**src/rtl/tbuf_bus_rx.sv**
```systemverilog
// tbuf_bus_rx: receiver for a shared tristate bus driven by enable-gated
// remote buffers. Words are captured while any driver is enabled. A
// turnaround gap is enforced after each burst. Captured words pass through
// a small fall-through FIFO to a valid/ready consumer. Sticky flags report
// dropped words (OVF) and drivers enabled during turnaround (CONT).
module tbuf_bus_rx #(
  parameter int WIDTH  = 8,
  parameter int DEPTH  = 4,
  parameter int TA_CYC = 1
) (
  input  logic                     CP,
  input  logic                     RST,
  input  logic [WIDTH-1:0]         BUS_D,
  input  logic                     BUS_E,
  output logic                     BUS_RDY,
  output logic [WIDTH-1:0]         Q,
  output logic                     Q_VLD,
  input  logic                     Q_RDY,
  output logic [$clog2(DEPTH):0]   CNT,
  output logic                     OVF,
  output logic                     CONT
);

  localparam int AW = $clog2(DEPTH);
  localparam int CW = AW + 1;
  localparam int TW = (TA_CYC > 1) ? $clog2(TA_CYC) : 1;

  // Occupancy value meaning "completely full".
  localparam logic [CW-1:0] DEPTH_C   = CW'(DEPTH);
  // Counter load value so that TURN lasts exactly TA_CYC cycles.
  localparam logic [TW-1:0] TA_LOAD_C = TW'(TA_CYC - 1);

  typedef enum logic [1:0] {
    ST_IDLE = 2'd0,
    ST_RECV = 2'd1,
    ST_TURN = 2'd2
  } state_t;

  state_t               state_r;
  state_t               state_nxt_s;
  logic [TW-1:0]        ta_cnt_r;
  logic [TW-1:0]        ta_cnt_nxt_s;

  logic [WIDTH-1:0]     mem_r [DEPTH];
  logic [AW-1:0]        wr_ptr_r;
  logic [AW-1:0]        rd_ptr_r;
  logic [CW-1:0]        cnt_r;
  logic [CW-1:0]        cnt_nxt_s;
  logic                 ovf_r;
  logic                 cont_r;

  logic                 push_try_s;
  logic                 cont_set_s;
  logic                 full_s;
  logic                 pop_s;
  logic                 push_s;
  logic                 drop_s;
  logic                 wr_en_s;
  logic                 q_vld_s;

  // Bus FSM state and turnaround counter register.
  always_ff @(posedge CP) begin
    if (RST) begin
      state_r  <= ST_IDLE;
      ta_cnt_r <= {TW{1'b0}};
    end else begin
      state_r  <= state_nxt_s;
      ta_cnt_r <= ta_cnt_nxt_s;
    end
  end

  // Next-state logic: decides when a bus word is a push candidate and when
  // a driver is illegally active during turnaround.
  always_comb begin
    state_nxt_s  = state_r;
    ta_cnt_nxt_s = ta_cnt_r;
    push_try_s   = 1'b0;
    cont_set_s   = 1'b0;
    case (state_r)
      ST_IDLE: begin
        if (BUS_E) begin
          push_try_s  = 1'b1;
          state_nxt_s = ST_RECV;
        end else begin
          state_nxt_s = ST_IDLE;
        end
      end
      ST_RECV: begin
        if (BUS_E) begin
          push_try_s  = 1'b1;
          state_nxt_s = ST_RECV;
        end else begin
          ta_cnt_nxt_s = TA_LOAD_C;
          state_nxt_s  = ST_TURN;
        end
      end
      ST_TURN: begin
        // Any word seen here is ignored; only the flag records it.
        cont_set_s = BUS_E;
        if (ta_cnt_r == {TW{1'b0}}) begin
          state_nxt_s = ST_IDLE;
        end else begin
          ta_cnt_nxt_s = ta_cnt_r - TW'(1);
          state_nxt_s  = ST_TURN;
        end
      end
      default: begin
        state_nxt_s  = ST_IDLE;
        ta_cnt_nxt_s = {TW{1'b0}};
      end
    endcase
  end

  // FIFO handshake decode: a full FIFO still accepts a word when the head
  // leaves in the same cycle.
  always_comb begin
    q_vld_s = (cnt_r != {CW{1'b0}});
    full_s  = (cnt_r == DEPTH_C);
    pop_s   = q_vld_s && Q_RDY;
    push_s  = push_try_s && (!full_s || pop_s);
    drop_s  = push_try_s && full_s && !pop_s;
    wr_en_s = push_s && !RST;
    case ({push_s, pop_s})
      2'b10:   cnt_nxt_s = cnt_r + CW'(1);
      2'b01:   cnt_nxt_s = cnt_r - CW'(1);
      default: cnt_nxt_s = cnt_r;
    endcase
  end

  // FIFO storage write; contents are never cleared, pointers define validity.
  always_ff @(posedge CP) begin
    if (wr_en_s) begin
      mem_r[wr_ptr_r] <= BUS_D;
    end
  end

  // FIFO pointers, occupancy and sticky error flags.
  always_ff @(posedge CP) begin
    if (RST) begin
      wr_ptr_r <= {AW{1'b0}};
      rd_ptr_r <= {AW{1'b0}};
      cnt_r    <= {CW{1'b0}};
      ovf_r    <= 1'b0;
      cont_r   <= 1'b0;
    end else begin
      if (push_s) begin
        wr_ptr_r <= wr_ptr_r + AW'(1);
      end
      if (pop_s) begin
        rd_ptr_r <= rd_ptr_r + AW'(1);
      end
      cnt_r <= cnt_nxt_s;
      if (drop_s) begin
        ovf_r <= 1'b1;
      end
      if (cont_set_s) begin
        cont_r <= 1'b1;
      end
    end
  end

  // Output drive: head word falls through; Q reads 0 whenever the FIFO is
  // empty so stale storage never shows after reset.
  always_comb begin
    Q_VLD   = q_vld_s;
    Q       = q_vld_s ? mem_r[rd_ptr_r] : {WIDTH{1'b0}};
    BUS_RDY = (state_r != ST_TURN) && (cnt_r < DEPTH_C);
    CNT     = cnt_r;
    OVF     = ovf_r;
    CONT    = cont_r;
  end

endmodule

```
**config.mk**
```make
export PLATFORM = sky130hd
export DESIGN_NAME = tbuf_bus_rx
export DESIGN_NICKNAME = d
export VERILOG_FILES = /design/src/rtl/tbuf_bus_rx.sv
export SDC_FILE = /design/constraint.sdc
export NUM_CORES = 1
export LEC_CHECK = 0
export CAP_MARGIN = 20
export CELL_PAD_IN_SITES_DETAIL_PLACEMENT = 1
export CELL_PAD_IN_SITES_GLOBAL_PLACEMENT = 1
export CORE_MARGIN = 2
export CORE_UTILIZATION = 46
export CTS_CLUSTER_DIAMETER = 100
export DETAILED_ROUTE_END_ITERATION = 8
export PLACE_DENSITY = 0.79
export SLEW_MARGIN = 20
export SYNTH_ARGS = -nofsm -noshare
export SYNTH_HDL_FRONTEND = slang
export SYNTH_SLANG_ARGS = --single-unit
```
**constraint.sdc**
```tcl
create_clock -name CP -period 4.3 [get_ports CP]
set_clock_uncertainty 0.1 [all_clocks]
set_input_delay 0.645 -clock CP [delete_from_list [all_inputs] [get_ports CP]]
set_output_delay 0.645 -clock CP [all_outputs]
set_load 0.05 [all_outputs]
```
==> out/summary.txt <==
OUTCOME
-------------------------------------------------------------------------------------
Result of the run                                                        finished, final reports clean

CLOCK TREE
-------------------------------------------------------------------------------------
Worst skew pair latency                                                        300 ps
Number of hold buffers added after CTS                                              0
TritonCTS clock tree                                                             done
CTS sink cnt                                                                       45
TritonCTS Buffers                                                                   5
Clock transition at path regs                                                   80 ps
Max Buffers Root-to-Sink                                                            2
CTS root buffer                                                              clkbuf_8
Number of setup buffers added after CTS                                             0
Number of gates given a new drive strength after cts                                0
Clock H-tree levels                                                                 2

PLACED DESIGN
-------------------------------------------------------------------------------------
Half-perimeter wire length after detailed placement                           2.53 mm
GP Congestion                                                                   0.777
Port Buffers                                                                       26
Cells after DPL                                                                   193

DIE
-------------------------------------------------------------------------------------
Number of cell rows                                                                23
Die height                                                                    67.9 µm
Die Width                                                                     67.9 µm
Initial cell density of the core                                                0.473
I/O pin cnt                                                                        27
Area of the die                                                              4610 µm²
Placeable core region                                                        3970 µm²

WORST SETUP PATH
-------------------------------------------------------------------------------------
Slowest stage cell on the critical path                                       dfxtp_1
Top Family by Delay on Critical Path                                       flip-flops
Required time at the endpoint of the critical path                            3560 ps
Kind of end point of the critical path                                     output pin
Worst reg2reg path startpoint                                            CNT[0]$_SDFFE_PP0P_
Reg-to-reg setup timing slack                                                 1880 ps
Crit Path Class                                                            reg -> out
Worst reg2reg endpoint                                                   CNT[2]$_SDFFE_PP0P_
Launching element type of the critical path                                  register
Peak per-stage delay on the critical path                                      690 ps
Worst reg2reg path depth                                                            6
List of cells traversed by the critical path                             mux4_2 > and2_1 > clkdlybuf4s50_1
Worst-path maximum fanout                                                           8
Worst Path Buf+Inv                                                                  1
Data arrival time of the worst path                                           2430 ps

FINAL LAYOUT
-------------------------------------------------------------------------------------
Antenna diode count                                                                 0
Final standard cell count with taps included and fillers excluded                 201
Post-layout nets                                                                  167
Total area of multi-input combinational cells                                 604 µm²
Filler cells                                                                      387
Combined flip-flop and latch cell area                                       1220 µm²
Synth-to-layout area growth                                                     21.1%
Most frequent cells in the layout                                        edfxtp_1, clkdlybuf4s50_1, dfxtp_1, and2_1, nor2_1
Most frequent standard cell in the layout excluding fill and tap cells       edfxtp_1
Fraction of layout cells with a size suffix above 1                             0.126

GLOBAL ROUTING
-------------------------------------------------------------------------------------
Global-route wire length before repair                                        5.84 mm
Number of antenna violations at the first check in global routing                   0
Global-route congestion overflow total                                              0
Vias in the first global route                                                   1202
Total track usage                                                               0.186
Pin count of the biggest net entering global routing                               15

STA
-------------------------------------------------------------------------------------
Hold Slack                                                                     383 ps
Final Hold Viols                                                                    0
Setup repair after global routing missed its margin                                no
Final-report setup violation count                                                  0
Post-Route Setup TNS                                                             0 ps
Worst relative slew slack                                                       0.615
Period utilization                                                              0.739
Timing-limited maximum frequency                                              315 MHz
Max Slew Vio Count                                                                  0
Worst Tran Pin Value                                                           577 ps
Shortest period the worst path allows                                         3180 ps

WORST HOLD PATH
-------------------------------------------------------------------------------------
Capture endpoint of the worst hold path                                  state_r[1]$_SDFF_PP0_
Worst hold path startpoint                                               state_r[1]$_SDFF_PP0_
Class of the most critical hold timing path                                reg -> reg
Cell depth of the worst hold path                                                   1

SYNTH
-------------------------------------------------------------------------------------
Leading register cell type out of synthesis                                  edfxtp_1
Largest family of logic cells by synthesized area                        simple AND/OR/NAND/NOR gates
Avg Inst Size Synth                                                          15.3 µm²
Xor and xnor area share after synthesis                                        0.0227
Synth async-reset ratio                                                             0
Multiplexer fraction of the synthesized cell area                               0.101
Post-synthesis net count                                                          140
Post-synthesis adder-cell area fraction                                        0.0373
Unique masters post-synth                                                          34
Compound-gate portion of the synthesized area                                  0.0487
Synth Warn #                                                                        0
Number of standard cells after synthesis                                          123
Simple logic cell fraction of the synthesized area                              0.112
Part of the Yosys area used for sequential elements                             0.651
Post-synth EDFFs                                                                   32
Flops & latches, synth                                                             45
Synthesized cell area                                                        1880 µm²

DETAILED ROUTING
-------------------------------------------------------------------------------------
First-pass iteration count of the detailed router                                   4
Via count of the routed design                                                   1055
DR iter-0 viols                                                                    53
Drt drc                                                                             0
Via-per-instance ratio                                                           5.25
Number of nets with antenna violations after detailed routing                       0
DR WL/cell                                                                    17.9 µm
Overall routed net length                                                     3.59 mm

POWER
-------------------------------------------------------------------------------------
Max IR drop VDD                                                                252 µV
Leakage power                                                             0.000754 µW
Post-layout total power                                                       1060 µW
Total power per unit cell area                                             465 nW/µm²

RUN
-------------------------------------------------------------------------------------
Max-cap check violation count                                                       0

-- stage by stage --
step | util | worst slack, ps | area (µm²)
after floorplan | - | 1320 | 1880
after global placement | 0.546 | 1430 | 2170
after detailed placement | 0.546 | 1390 | 2170
after CTS | 0.572 | 1050 | 2270
after global routing | 0.572 | 993 | 2270
final | 0.572 | 1120 | 2270
-- metal layers --
metal,vias up,global-route usage,wire (µm),share of wire
met3,8,0.0461,124,0.035
met1,528,0.216,1450,0.40
met2,16,0.321,1940,0.54
li1,503,-,-,-
met4,0,0.0900,73,0.020
met5,-,0,0,0
-- cells in the mapped netlist, types with 2 or more instances --
library cell	count	area share
xor2_1	2	0.0093
edfxtp_1	32	0.51
ha_1	4	0.027
mux4_2	8	0.096
dfxtp_1	13	0.14
nand2_1	3	0.0060
o21ai_0	2	0.0053
inv_1	5	0.010
clkbuf_1	3	0.0060
nor2_1	9	0.018
buf_2	2	0.0053
or3_1	2	0.0067
and2_1	12	0.040
nand3_1	3	0.0080
a21oi_1	4	0.011
-- final cells by class --
type / instances / area share
Clock buffer: 6 / 0.0319
Clock inverter: 2 / 0.0149
Inverter: 5 / 0.00826
Multi-Input combinational cell: 67 / 0.266
Sequential cell: 45 / 0.537
Tap cell: 50 / 0.0275
Timing Repair Buffer: 26 / 0.114
-- worst reg2reg max path: stages, from the launching register on --
cell and delay, ps:
dfxtp_1 510, or3_1 400, nand3_1 140, fa_1 450, or3_1 420, a31oi_1 190, a21oi_1 80
-- registers in the layout (all words and copies together), names as in the netlist, named ones only --
register	count
wr_ptr_r	2
CNT	3
CONT	1
rd_ptr_r	2
state_r	2
mem_r	32
OVF	1
-- worst max path at each step --
stage	from	end	slack (ps)	depth (start not counted)
floorplan	CNT[0]$_SDFFE_PP0P_	CNT[2]$_SDFFE_PP0P_	1320	7
global placement	register	Q[4]	1430	3
detailed placement	register	Q[7]	1390	3
CTS	register	Q[7]	1050	3
global route	register	Q[4]	990	3
finish	register	Q[6]	1120	3
-- cell families after synthesis --
logic type / Yosys count
fa+ha+maj: 5
compound gates: 13
flops: 45
xor+xnor: 4
simple gates: 36
mux: 9
buf+inv: 11
-- power breakdown --
| group | internal, µW | total (µW) | switching (µW) |
|---|---|---|---|
| Clock | 171 | 309 | 137 |
| Sequential | 484 | 509 | 24.8 |
| Combinational | 95.2 | 239 | 144 |
Note: power is estimated with default switching activity, not from simulation.
